`config.mk`:
```
export PLATFORM = sky130hd
export DESIGN_NAME = udp_sweep_sequencer
export DESIGN_NICKNAME = d
export VERILOG_FILES = /design/src/rtl/udp_sweep_sequencer.sv
export SDC_FILE = /design/constraint.sdc
export NUM_CORES = 1
export LEC_CHECK = 0
export ABC_CLOCK_PERIOD_IN_PS = 9700
export CAP_MARGIN = 20
export CORE_UTILIZATION = 55
export CTS_BUF_LIST = sky130_fd_sc_hd__clkbuf_2
export DETAILED_ROUTE_END_ITERATION = 10
export GPL_TIMING_DRIVEN = 0
export PLACE_DENSITY = 0.82
export SETUP_SLACK_MARGIN = 0.2
export SYNTH_ARGS = -nofsm -noshare
export SYNTH_HDL_FRONTEND = slang
export SYNTH_SLANG_ARGS = --single-unit
```
`constraint.sdc`:
```
create_clock -name clock -period 9.7 [get_ports clock]
set_input_delay 0.97 -clock clock [delete_from_list [all_inputs] [get_ports clock]]
set_output_delay 0.97 -clock clock [all_outputs]
set_load 0.005 [all_outputs]
```
`src/rtl/udp_sweep_sequencer.sv`:
```
// Sweeps every enabled input vector of the 4-in/2-out UDP circuit, holds each one for
// HOLD_CYCLES cycles, samples E/F in the last hold cycle and scores them against a latched truth table.
module udp_sweep_sequencer #(
  parameter int HOLD_CYCLES = 4
) (
  input  logic        clock,
  input  logic        reset,
  input  logic        start,
  input  logic [15:0] vector_mask,
  input  logic [15:0] expected_e,
  input  logic [15:0] expected_f,
  input  logic        e_in,
  input  logic        f_in,
  output logic        a_out,
  output logic        b_out,
  output logic        c_out,
  output logic        d_out,
  output logic        busy,
  output logic        done,
  output logic        pass,
  output logic [4:0]  err_count,
  output logic        fail_valid,
  output logic [3:0]  first_fail,
  output logic [1:0]  state_dbg
);

  typedef enum logic [1:0] {IDLE = 2'd0, APPLY = 2'd1, DONE = 2'd2} state_t;

  localparam logic [7:0] HOLD_LAST = 8'(HOLD_CYCLES - 1);

  state_t      state_q, state_d;
  logic [3:0]  idx_q, idx_d;
  logic [7:0]  cnt_q, cnt_d;
  logic [15:0] mask_q, mask_d;
  logic [15:0] exp_e_q, exp_e_d;
  logic [15:0] exp_f_q, exp_f_d;
  logic [4:0]  err_count_q, err_count_d;
  logic        fail_valid_q, fail_valid_d;
  logic [3:0]  first_fail_q, first_fail_d;
  logic        pass_q, pass_d;
  logic [3:0]  abcd_q, abcd_d;
  logic        busy_q, busy_d;
  logic        done_q, done_d;
  logic [4:0]  nxt;

  // Returns {found, index} of the lowest set mask bit at or above lo.
  function automatic logic [4:0] find_next(input logic [15:0] m, input logic [4:0] lo);
    logic [4:0] r;
    r = 5'd0;
    for (int i = 15; i >= 0; i--) begin
      if (m[i] && (5'(i) >= lo)) r = {1'b1, 4'(i)};
    end
    return r;
  endfunction

  // start is a level sampled only in IDLE; no handshake back other than busy/done.
  always_comb begin
    state_d      = state_q;
    idx_d        = idx_q;
    cnt_d        = cnt_q;
    mask_d       = mask_q;
    exp_e_d      = exp_e_q;
    exp_f_d      = exp_f_q;
    err_count_d  = err_count_q;
    fail_valid_d = fail_valid_q;
    first_fail_d = first_fail_q;
    pass_d       = pass_q;
    nxt          = 5'd0;
    case (state_q)
      IDLE: begin
        if (start) begin
          mask_d       = vector_mask;
          exp_e_d      = expected_e;
          exp_f_d      = expected_f;
          err_count_d  = 5'd0;
          fail_valid_d = 1'b0;
          first_fail_d = 4'd0;
          pass_d       = 1'b0;
          cnt_d        = 8'd0;
          nxt          = find_next(vector_mask, 5'd0);
          if (nxt[4]) begin
            state_d = APPLY;
            idx_d   = nxt[3:0];
          end else begin
            state_d = DONE;
            pass_d  = 1'b1;
          end
        end
      end
      APPLY: begin
        if (cnt_q == HOLD_LAST) begin
          cnt_d = 8'd0;
          if ((e_in != exp_e_q[idx_q]) || (f_in != exp_f_q[idx_q])) begin
            err_count_d = err_count_q + 5'd1;
            if (!fail_valid_q) begin
              fail_valid_d = 1'b1;
              first_fail_d = idx_q;
            end
          end
          nxt = find_next(mask_q, {1'b0, idx_q} + 5'd1);
          if (nxt[4]) begin
            idx_d = nxt[3:0];
          end else begin
            state_d = DONE;
            pass_d  = (err_count_d == 5'd0);
          end
        end else begin
          cnt_d = cnt_q + 8'd1;
        end
      end
      DONE:    state_d = IDLE;
      default: state_d = IDLE;
    endcase
    busy_d = (state_d == APPLY);
    done_d = (state_d == DONE);
    abcd_d = busy_d ? idx_d : 4'd0;
  end

  always_ff @(posedge clock) begin
    if (reset) begin
      state_q      <= IDLE;
      idx_q        <= 4'd0;
      cnt_q        <= 8'd0;
      mask_q       <= 16'd0;
      exp_e_q      <= 16'd0;
      exp_f_q      <= 16'd0;
      err_count_q  <= 5'd0;
      fail_valid_q <= 1'b0;
      first_fail_q <= 4'd0;
      pass_q       <= 1'b0;
      abcd_q       <= 4'd0;
      busy_q       <= 1'b0;
      done_q       <= 1'b0;
    end else begin
      state_q      <= state_d;
      idx_q        <= idx_d;
      cnt_q        <= cnt_d;
      mask_q       <= mask_d;
      exp_e_q      <= exp_e_d;
      exp_f_q      <= exp_f_d;
      err_count_q  <= err_count_d;
      fail_valid_q <= fail_valid_d;
      first_fail_q <= first_fail_d;
      pass_q       <= pass_d;
      abcd_q       <= abcd_d;
      busy_q       <= busy_d;
      done_q       <= done_d;
    end
  end

  assign {a_out, b_out, c_out, d_out} = abcd_q;
  assign busy       = busy_q;
  assign done       = done_q;
  assign pass       = pass_q;
  assign err_count  = err_count_q;
  assign fail_valid = fail_valid_q;
  assign first_fail = first_fail_q;
  assign state_dbg  = state_q;

endmodule

```
==> flow_metrics.py, run 1 <==
metrics = {
    "power": {
        "power.density_mw_per_mm2": 126,
        "p_total_mw": 0.667,
        "ir_drop_mv": 0.0825,
        "cellLeakagePower_nw": 1.93,
    },
    "critical_path": {
        "worstPathCellList": "buf_4 -> buf_2 -> buf_2 -> inv_1 -> ha_1 -> clkbuf_1 -> o41ai_1 -> a21oi_1 -> nor4_1 -> nor2b_1 -> a31oi_1 -> o21bai_1 -> a21oi_1",
        "rr_endpoint": "abcd_q[0]$_SDFF_PP0_",
        "cp.required_ps": 10120,
        "crit_fanout": 10,
        "r2r_start": "idx_q[0]$_SDFF_PP0_",
        "crit_start": "idx_q[0]$_SDFF_PP0_",
        "critical_path_class": "register to register",
        "endpoint_kind": "register",
        "critical_path_arrival_ps": 4850,
        "cpPeakStageDelay_ps": 520,
        "cpMaxStageDelayCell": "dfxtp_1",
        "rr_worst_depth": 13,
        "r2r_slack_ps": 5270,
        "crit_path_start_kind": "register",
    },
    "logic_synthesis": {
        "avgSynthCellArea_um2": 7.57,
        "async_flop_share_pct": 0,
        "yosys.area.top_type_share_pct": 36.3,
        "synth_area_leaders": "dfxtp_1, nand2_1, a21oi_1, mux4_2, nor2_1",
        "synth_top_area_cell": "dfxtp_1",
        "synth_area_mm2": 0.00436,
        "synthTopCellsByCount": "nand2_1, a21oi_1, dfxtp_1",
        "synth_warnings": 0,
        "synthCells": 576,
        "synth_seq_area_share_pct": 36.3,
        "synth_edf_count": 0,
        "synth_seq_cells": 79,
        "ys_types": 60,
        "synth_ff_type": "dfxtp_1",
        "syn_nets": 635,
        "yosysMostFrequentCell": "nand2_1",
    },
    "global_routing": {
        "grt_pass1_wl_mm": 21.3,
        "grt.total_usage_pct": 32.5,
        "grt_overflow": 0,
        "grt_max_degree": 14,
        "grt_pass1_vias": 4265,
        "antenna_found_initial": 0,
    },
    "floorplanning": {
        "core_mm2": 0.00769,
        "die_w_um": 91.0,
        "dieArea_mm2": 0.00829,
        "num_rows": 32,
        "start_util_pct": 56.7,
        "io_pins": 72,
        "die_h_um": 91.0,
    },
    "run": {
        "drv_cap": 0,
    },
    "clock_network": {
        "root_buffer": "clkbuf_2",
        "cts_tree": "done",
        "ctsResizeCount": 0,
        "path_clk_slew_ps": 230,
        "cts_setup_buffers": 0,
        "htree_levels": 3,
        "ctsHoldBuffers": 0,
        "worstSkewPairLatency_ps": 530,
        "cts_buffers": 9,
        "cts_buffer_depth": 2,
        "cts.sinks": 79,
    },
    "cells_and_area": {
        "area_growth_syn_to_layout_pct": 21.7,
        "post-route-util_pct": 69.0,
        "final_cells": 764,
        "layout-drive-gt1-share_pct": 6.19,
        "final_area_mm2": 0.00531,
        "fillers": 657,
        "diodes": 0,
        "nets": 717,
    },
    "route": {
        "first_pass_iters": 5,
        "drt_iter0_markers": 488,
        "ant_nets": 0,
        "via_per_inst": 6.05,
        "totalWireLength_mm": 13.2,
        "route.detailed.wl_per_inst_um": 17.3,
        "drc": 0,
        "vias": 4622,
    },
    "sta": {
        "finalSetupViolCount": 0,
        "relSlewSlack_pct": 46.7,
        "worst_slew_pin_slew_ps": 793,
        "rsz0062_at_grt": "no",
        "post-route-min-period_ps": 4430,
        "period_share_pct": 45.7,
        "final.setup.tns_ps": 0,
        "fin_skew_ps": 21.2,
        "hold_violations": 0,
        "whs_ps": 466,
        "slew_violations": 0,
        "layout_setup_ws_ps": 5270,
        "max_freq_mhz": 226,
    },
    "min_path": {
        "min_from": "exp_e_q[14]$_SDFFE_PP0P_",
        "hold_path_class": "register to register",
        "hold_end": "exp_e_q[14]$_SDFFE_PP0P_",
        "worstHoldPathCells": 2,
    },
    "placement": {
        "io_buffers": 71,
        "dpl_worst_slack_ps": 5440,
        "dp_hpwl_mm": 9.77,
        "place_inst": 749,
        "dpl_cell_area_mm2": 0.00520,
        "routabilityCongestion": 0.923,
    },
    "outcome": {
        "outcome": "complete, no violations",
    },
}
## routing by layer
metal / routed length [um] / up-vias / global-route usage, % / part of all wire (%)
met4: 519 / 0 / 15.2 / 3.9
met2: 6030 / 213 / 50.3 / 46
met5: 0 / - / 0 / 0
met3: 989 / 46 / 5.95 / 7.5
met1: 5700 / 2151 / 44.0 / 43
li1: - / 2212 / - / -
## report_power, final
part | internal [mW] | total (mW) | switching (mW)
clock network | 0.0595 | 0.179 | 0.119
logic | 0.0592 | 0.137 | 0.0781
registers | 0.340 | 0.351 | 0.0108
total | 0.459 | 0.667 | 0.208
## flip-flops by register name, indices dropped and copies added, names as in the netlist
signal and count:
abcd_q 4, busy 1, cnt_q 8, done 1, err_count 5, exp_e_q 16
exp_f_q 16, fail_valid 1, first_fail 4, idx_q 4, mask_q 16, pass 1
state_dbg 2
## area by class of cell
class	count	area [um^2]	share of cell area [%]
plain buffers	36	146	2.76
clock buffers	10	50.0	0.943
clock inverters	5	58.8	1.11
inverters	13	48.8	0.919
multi-input cells	448	2580	48.7
flip-flops and latches	79	1580	29.8
well taps	102	128	2.40
repair buffers	71	711	13.4
## critical path, delay by kind of cell, from the launching register on
kind / cells / cell delay, ps
flops: 1 / 520
simple gates: 2 / 860
buf+inv: 5 / 1240
fa+ha+maj: 1 / 400
compound gates: 5 / 1280
## cell usage in the layout (no fill, tap or decap), types with 4 or more instances in the layout
cell,count
buf_1,5
mux2i_1,9
a21o_1,6
buf_2,6
nand4b_1,4
nand2b_1,5
or2_2,4
dfxtp_1,79
a211oi_1,6
xor2_1,4
and2_1,4
clkbuf_1,24
nand2_1,129
mux4_2,7
nand3_1,15
nor2_1,40
o21ai_0,17
clkbuf_2,10
a21oi_1,85
ha_1,6
nor2b_1,10
a31oi_1,7
and3_1,7
nor3_1,6
a311oi_1,6
inv_1,12
nor4_1,6
clkdlybuf4s50_1,71
nand4_1,8
o211ai_1,6
## how the worst max path moves through the flow
stage	to	slack, ps	depth (start not counted)
after detailed placement	abcd_q[0]$_SDFF_PP0_	5440	13
after global routing	abcd_q[0]$_SDFF_PP0_	4950	13
final	abcd_q[0]$_SDFF_PP0_	5270	13
after floorplan	idx_q[1]$_SDFF_PP0_	6420	13
after global placement	abcd_q[0]$_SDFF_PP0_	5430	14
after CTS	abcd_q[0]$_SDFF_PP0_	5400	13
## logic make-up after synthesis
family	Yosys count	synth area share, %
AND/OR/NAND/NOR	254	27.0
buffers and inverters	49	4.48
flip-flops	79	36.3
XOR/XNOR	6	1.21
multiplexers	17	5.94
adder cells (fa/ha/maj)	6	1.72
AO/OA/AOI/OAI	165	23.4
(Power assumes the default switching activity.)
==> run 2: changes to the inputs <==
--- a/config.mk
+++ b/config.mk
@@ -5,7 +5,7 @@
 export SDC_FILE = /design/constraint.sdc
 export NUM_CORES = 1
 export LEC_CHECK = 0
-export ABC_CLOCK_PERIOD_IN_PS = 9700
+export ABC_CLOCK_PERIOD_IN_PS = 4200
 export CAP_MARGIN = 20
 export CORE_UTILIZATION = 55
 export CTS_BUF_LIST = sky130_fd_sc_hd__clkbuf_2
==> constraint.sdc (replaced) <==
create_clock -name clock -period 4.2 [get_ports clock]
set_input_delay 0.42 -clock clock [delete_from_list [all_inputs] [get_ports clock]]
set_output_delay 0.42 -clock clock [all_outputs]
set_load 0.005 [all_outputs]
==> run 2 against run 1 <==
Against the previous run:
- die area stayed put
- largest cell class unchanged
- sequential cell count unchanged
- sequential power grew 130%
- non-clock buffer count did not move
- routed wire length up 0.38%
- first-iteration DRC count up 5.3%
- highest routed layer unchanged
- critical path depth unchanged
- critical endpoint is now idx_q[1]$_SDFF_PP0_
- clock skew is 2.3 ps lower
- worst setup slack got worse by 4900 ps
- fmax increased by 17%
==> flow_metrics.py, run 2 (synthesis results as in run 1) <==
metrics = {
    "floorplanning": {
        "start_util_pct": 56.7,
        "num_rows": 32,
        "io_pins": 72,
        "die_h_um": 91.0,
        "dieArea_mm2": 0.00829,
        "die_w_um": 91.0,
        "core_mm2": 0.00769,
    },
    "power": {
        "power.density_mw_per_mm2": 289,
        "cellLeakagePower_nw": 1.94,
        "ir_drop_mv": 0.191,
    },
    "clock_network": {
        "cts_buffers": 9,
        "root_buffer": "clkbuf_2",
        "htree_levels": 3,
        "cts_setup_buffers": 0,
        "cts.sinks": 79,
        "worstSkewPairLatency_ps": 520,
        "path_clk_slew_ps": 220,
        "cts_tree": "done",
        "cts_buffer_depth": 2,
    },
    "sta": {
        "relSlewSlack_pct": 47.1,
        "final.setup.tns_ps": 0,
        "whs_ps": 410,
        "period_share_pct": 90.4,
        "slew_violations": 0,
        "layout_setup_ws_ps": 403,
        "worst_slew_pin_slew_ps": 786,
        "fin_skew_ps": 18.8,
        "max_freq_mhz": 263,
        "post-route-min-period_ps": 3800,
        "rsz0062_at_grt": "no",
        "hold_violations": 0,
        "finalSetupViolCount": 0,
    },
    "global_routing": {
        "grt_overflow": 0,
        "grt.total_usage_pct": 32.7,
        "grt_max_degree": 14,
        "grt_pass1_wl_mm": 21.4,
        "antenna_found_initial": 0,
        "grt_pass1_vias": 4288,
    },
    "cells_and_area": {
        "layout-drive-gt1-share_pct": 7.55,
        "top_regs": "exp_e_q: 16 flops, exp_f_q: 16 flops, mask_q: 16 flops",
        "diodes": 0,
        "final_cell_mix": "nand2_1, a21oi_1, dfxtp_1, clkdlybuf4s50_1, nor2_1",
        "nets": 717,
        "final_common_cell": "nand2_1",
        "area_growth_syn_to_layout_pct": 22.8,
    },
    "placement": {
        "routabilityCongestion": 0.923,
        "dp_hpwl_mm": 9.77,
        "io_buffers": 71,
        "dpl_worst_slack_ps": -62.8,
    },
    "critical_path": {
        "crit_path_start_kind": "register",
        "cp_top_family": "buffers and inverters",
        "endpoint_kind": "register",
        "r2r_start": "idx_q[0]$_SDFF_PP0_",
        "crit_fanout": 10,
        "worstPathCellList": "buf_4 -> clkbuf_4 -> clkbuf_4 -> inv_1 -> ha_1 -> clkbuf_2 -> o41ai_2 -> a21oi_1 -> nor4_2 -> nor2b_4 -> a211oi_2 -> or3_1 -> a21oi_1",
        "cp.required_ps": 4660,
        "critical_path_class": "register to register",
        "cpMaxStageDelayCell": "dfxtp_2",
        "critical_path_arrival_ps": 4260,
        "crit_buf_inv": 5,
        "cpPeakStageDelay_ps": 450,
        "crit_start": "idx_q[0]$_SDFF_PP0_",
    },
    "route": {
        "vias": 4614,
        "via_per_inst": 6.04,
        "drt_iter0_markers": 514,
        "totalWireLength_mm": 13.3,
        "drc": 0,
        "route.detailed.wl_per_inst_um": 17.4,
        "first_pass_iters": 5,
        "ant_nets": 0,
    },
    "min_path": {
        "hold_path_class": "input port to register",
        "min_from": "expected_f[2]",
    },
    "outcome": {
        "outcome": "complete, no violations",
    },
    "run": {
        "drv_cap": 0,
    },
}
[run 2: cell type report]
type	instances	area, um^2
Inverter	13	48.8
Clock buffer	10	50.0
Tap cell	102	128
Timing Repair Buffer	71	711
Buffer	36	153
Fill cell	651	2330
Sequential cell	79	1580
Clock inverter	5	58.8
Multi-Input combinational cell	448	2630
[run 2: path summary, 6_finish.rpt]
| path | cells after the start | slack, ps | end |
|---|---|---|---|
| hold reg to reg | 2 | 460 | exp_e_q[14]$_SDFFE_PP0P_ |
| hold / removal | 3 | 410 | exp_f_q[2]$_SDFFE_PP0P_ |
| setup reg to reg | 13 | 400 | idx_q[1]$_SDFF_PP0_ |
| setup / recovery | 13 | 400 | idx_q[1]$_SDFF_PP0_ |
[run 2: worst min-delay path: stages]
cell and delay (ps):
clkdlybuf4s50_1 390, nand2_1 60, a21oi_1 50
[run 2: report_power, final]
group          switching, mW  internal [mW]
combinational          0.184          0.141
clock                  0.277          0.137
sequential            0.0253          0.785
[run 2: per-layer routing]
| layer | part of all wire [%] | up-vias | GRT usage (%) | wire length, um |
|---|---|---|---|---|
| met4 | 3.9 | 0 | 16.1 | 512 |
| li1 | - | 2213 | - | - |
| met1 | 43 | 2133 | 44.4 | 5740 |
| met5 | 0 | - | 0 | 0 |
| met2 | 46 | 228 | 50.1 | 6050 |
| met3 | 7.4 | 40 | 5.86 | 989 |
[run 2: what timing repair did]
action	CTS	global route
gates cloned	0	0
resized for setup	6	6
endpoints found under the setup margin	10	13
hold endpoints to repair	0	0
hold buffers	0	0
[run 2: through the flow]
stage                     util, %  area, um^2  std cells  power, mW
after floorplan                 -        4360        576       1.00
after CTS                    69.4        5340        764       1.54
final                        69.7        5360        764       1.55
after global placement       67.6        5200        749       1.13
after global routing         69.7        5360        764       1.62
after detailed placement     67.6        5200        749       1.13
==> run 3: changes to the inputs <==
==> config.mk (replaced) <==
export PLATFORM = sky130hd
export DESIGN_NAME = udp_sweep_sequencer
export DESIGN_NICKNAME = d
export VERILOG_FILES = /design/src/rtl/udp_sweep_sequencer.sv
export SDC_FILE = /design/constraint.sdc
export NUM_CORES = 1
export LEC_CHECK = 0
export CAP_MARGIN = 20
export CORE_UTILIZATION = 54
export DETAILED_ROUTE_END_ITERATION = 10
export GPL_TIMING_DRIVEN = 0
export PLACE_DENSITY = 0.81
export SETUP_SLACK_MARGIN = 0.2
export SYNTH_ARGS = -nofsm -noshare
export SYNTH_HDL_FRONTEND = slang
export SYNTH_SLANG_ARGS = --single-unit
==> run 3 against run 2 <==
Against the previous run:
- sequential cell count unchanged
- combinational power about the same
- worst setup slack improved by 37 ps
- critical path depth increased by 1
- critical path type unchanged
==> flow_metrics.py, run 3 (synthesis results as in run 1) <==
metrics = {
    "outcome": {
        "outcome": "complete, no violations",
    },
    "cells_and_area": {
        "final_area_mm2": 0.00546,
        "seqCellArea_mm2": 0.00158,
        "layout-drive-gt1-share_pct": 7.54,
        "multi_input_area_mm2": 0.00263,
        "final_common_cell": "nand2_1",
        "area_growth_syn_to_layout_pct": 25.3,
        "diodes": 0,
        "final_cell_mix": "nand2_1, a21oi_1, dfxtp_1, clkdlybuf4s50_1, nor2_1",
        "top_regs": "exp_e_q: 16 flops, exp_f_q: 16 flops, mask_q: 16 flops",
        "fillers": 665,
        "final_cells": 765,
        "post-route-util_pct": 70.3,
        "nets": 717,
    },
    "route": {
        "ant_nets": 0,
        "vias": 4679,
        "wl_met1_mm": 5.93,
        "drc": 0,
        "met3_length_um": 945,
        "via_per_inst": 6.12,
        "totalWireLength_mm": 13.7,
        "first_pass_iters": 5,
        "drt_iter0_markers": 373,
        "highest_layer": "met4",
        "route.detailed.wl_per_inst_um": 18.0,
        "dr_wl_met2_mm": 6.33,
    },
    "floorplanning": {
        "start_util_pct": 56.1,
        "core_mm2": 0.00777,
        "dieArea_mm2": 0.00844,
        "die_w_um": 91.9,
        "die_h_um": 91.9,
        "io_pins": 72,
        "num_rows": 32,
    },
    "sta": {
        "whs_ps": 456,
        "post-route-min-period_ps": 3760,
        "worst_slew_pin_slew_ps": 821,
        "slew_violations": 0,
        "hold_violations": 0,
        "layout_setup_ws_ps": 440,
        "max_freq_mhz": 266,
        "rsz0062_at_grt": "no",
        "period_share_pct": 89.5,
        "relSlewSlack_pct": 44.8,
        "finalSetupViolCount": 0,
        "fin_skew_ps": 11.6,
        "final.setup.tns_ps": 0,
    },
    "global_routing": {
        "grt_max_degree": 14,
        "antenna_found_initial": 0,
        "grt.total_usage_pct": 33.9,
        "grt_overflow": 0,
        "grt_pass1_wl_mm": 22.2,
        "grt_pass1_vias": 4434,
    },
    "placement": {
        "dpl_cell_area_mm2": 0.00520,
        "place_inst": 749,
        "dpl_worst_slack_ps": 105,
        "routabilityCongestion": 0.921,
        "io_buffers": 71,
        "dp_hpwl_mm": 10.1,
    },
    "power": {
        "ir_drop_mv": 0.184,
        "power.density_mw_per_mm2": 323,
        "cellLeakagePower_nw": 1.99,
        "p_total_mw": 1.76,
    },
    "critical_path": {
        "critical_path_arrival_ps": 4040,
        "worstPathCellList": "buf_6 -> buf_2 -> buf_2 -> inv_1 -> ha_1 -> clkbuf_4 -> nand3_1 -> o211ai_1 -> nand3b_1 -> a21oi_1 -> and4_1 -> a211oi_2 -> or3_1 -> a21oi_1",
        "r2r_slack_ps": 440,
        "cp_top_family": "simple AND/OR/NAND/NOR gates",
        "crit_path_start_kind": "register",
        "endpoint_kind": "register",
        "cpPeakStageDelay_ps": 420,
        "crit_fanout": 10,
        "cpMaxStageDelayCell": "dfxtp_2",
        "crit_buf_inv": 5,
        "critical_path_class": "register to register",
        "cp.required_ps": 4480,
    },
    "clock_network": {
        "path_clk_slew_ps": 80,
        "htree_levels": 3,
        "cts.sinks": 79,
        "cts_buffers": 9,
        "root_buffer": "clkbuf_8",
        "cts_tree": "done",
        "cts_buffer_depth": 2,
        "ctsHoldBuffers": 0,
        "cts_setup_buffers": 0,
        "ctsResizeCount": 2,
        "worstSkewPairLatency_ps": 360,
    },
    "run": {
        "drv_cap": 0,
    },
    "min_path": {
        "hold_path_class": "register to register",
    },
}
## run 3: where the power goes
| part | internal (mW) | switching [mW] | leakage [nW] |
|---|---|---|---|
| logic | 0.141 | 0.186 | 1.24 |
| registers | 0.783 | 0.0258 | 0.646 |
| clock network | 0.333 | 0.295 | 0.102 |
## run 3: layout make-up
class | instances | area share (%)
Multi-Input combinational cell | 448 | 48.1
Tap cell | 102 | 2.34
Inverter | 13 | 0.893
Buffer | 36 | 2.82
Sequential cell | 79 | 29.0
Clock buffer | 10 | 2.34
Clock inverter | 6 | 1.56
Timing Repair Buffer | 71 | 13.0
## run 3: worst paths after layout
check                                from                      end  cells after the start
hold reg to reg   exp_f_q[2]$_SDFFE_PP0P_  exp_f_q[2]$_SDFFE_PP0P_                      2
hold / removal    exp_f_q[2]$_SDFFE_PP0P_  exp_f_q[2]$_SDFFE_PP0P_                      2
setup / recovery      idx_q[0]$_SDFF_PP0_      idx_q[1]$_SDFF_PP0_                     14
setup reg to reg      idx_q[0]$_SDFF_PP0_      idx_q[1]$_SDFF_PP0_                     14
## run 3: worst min-delay path, stage by stage (launching register included)
cell	delay, ps
dfxtp_1	310
nand2_1	50
a21oi_1	50
## run 3: routing by layer
| layer | global-route usage, % | up-vias |
|---|---|---|
| li1 | - | 2215 |
| met1 | 44.8 | 2207 |
| met2 | 53.2 | 221 |
| met5 | 0 | - |
| met4 | 17.3 | 0 |
| met3 | 5.56 | 36 |
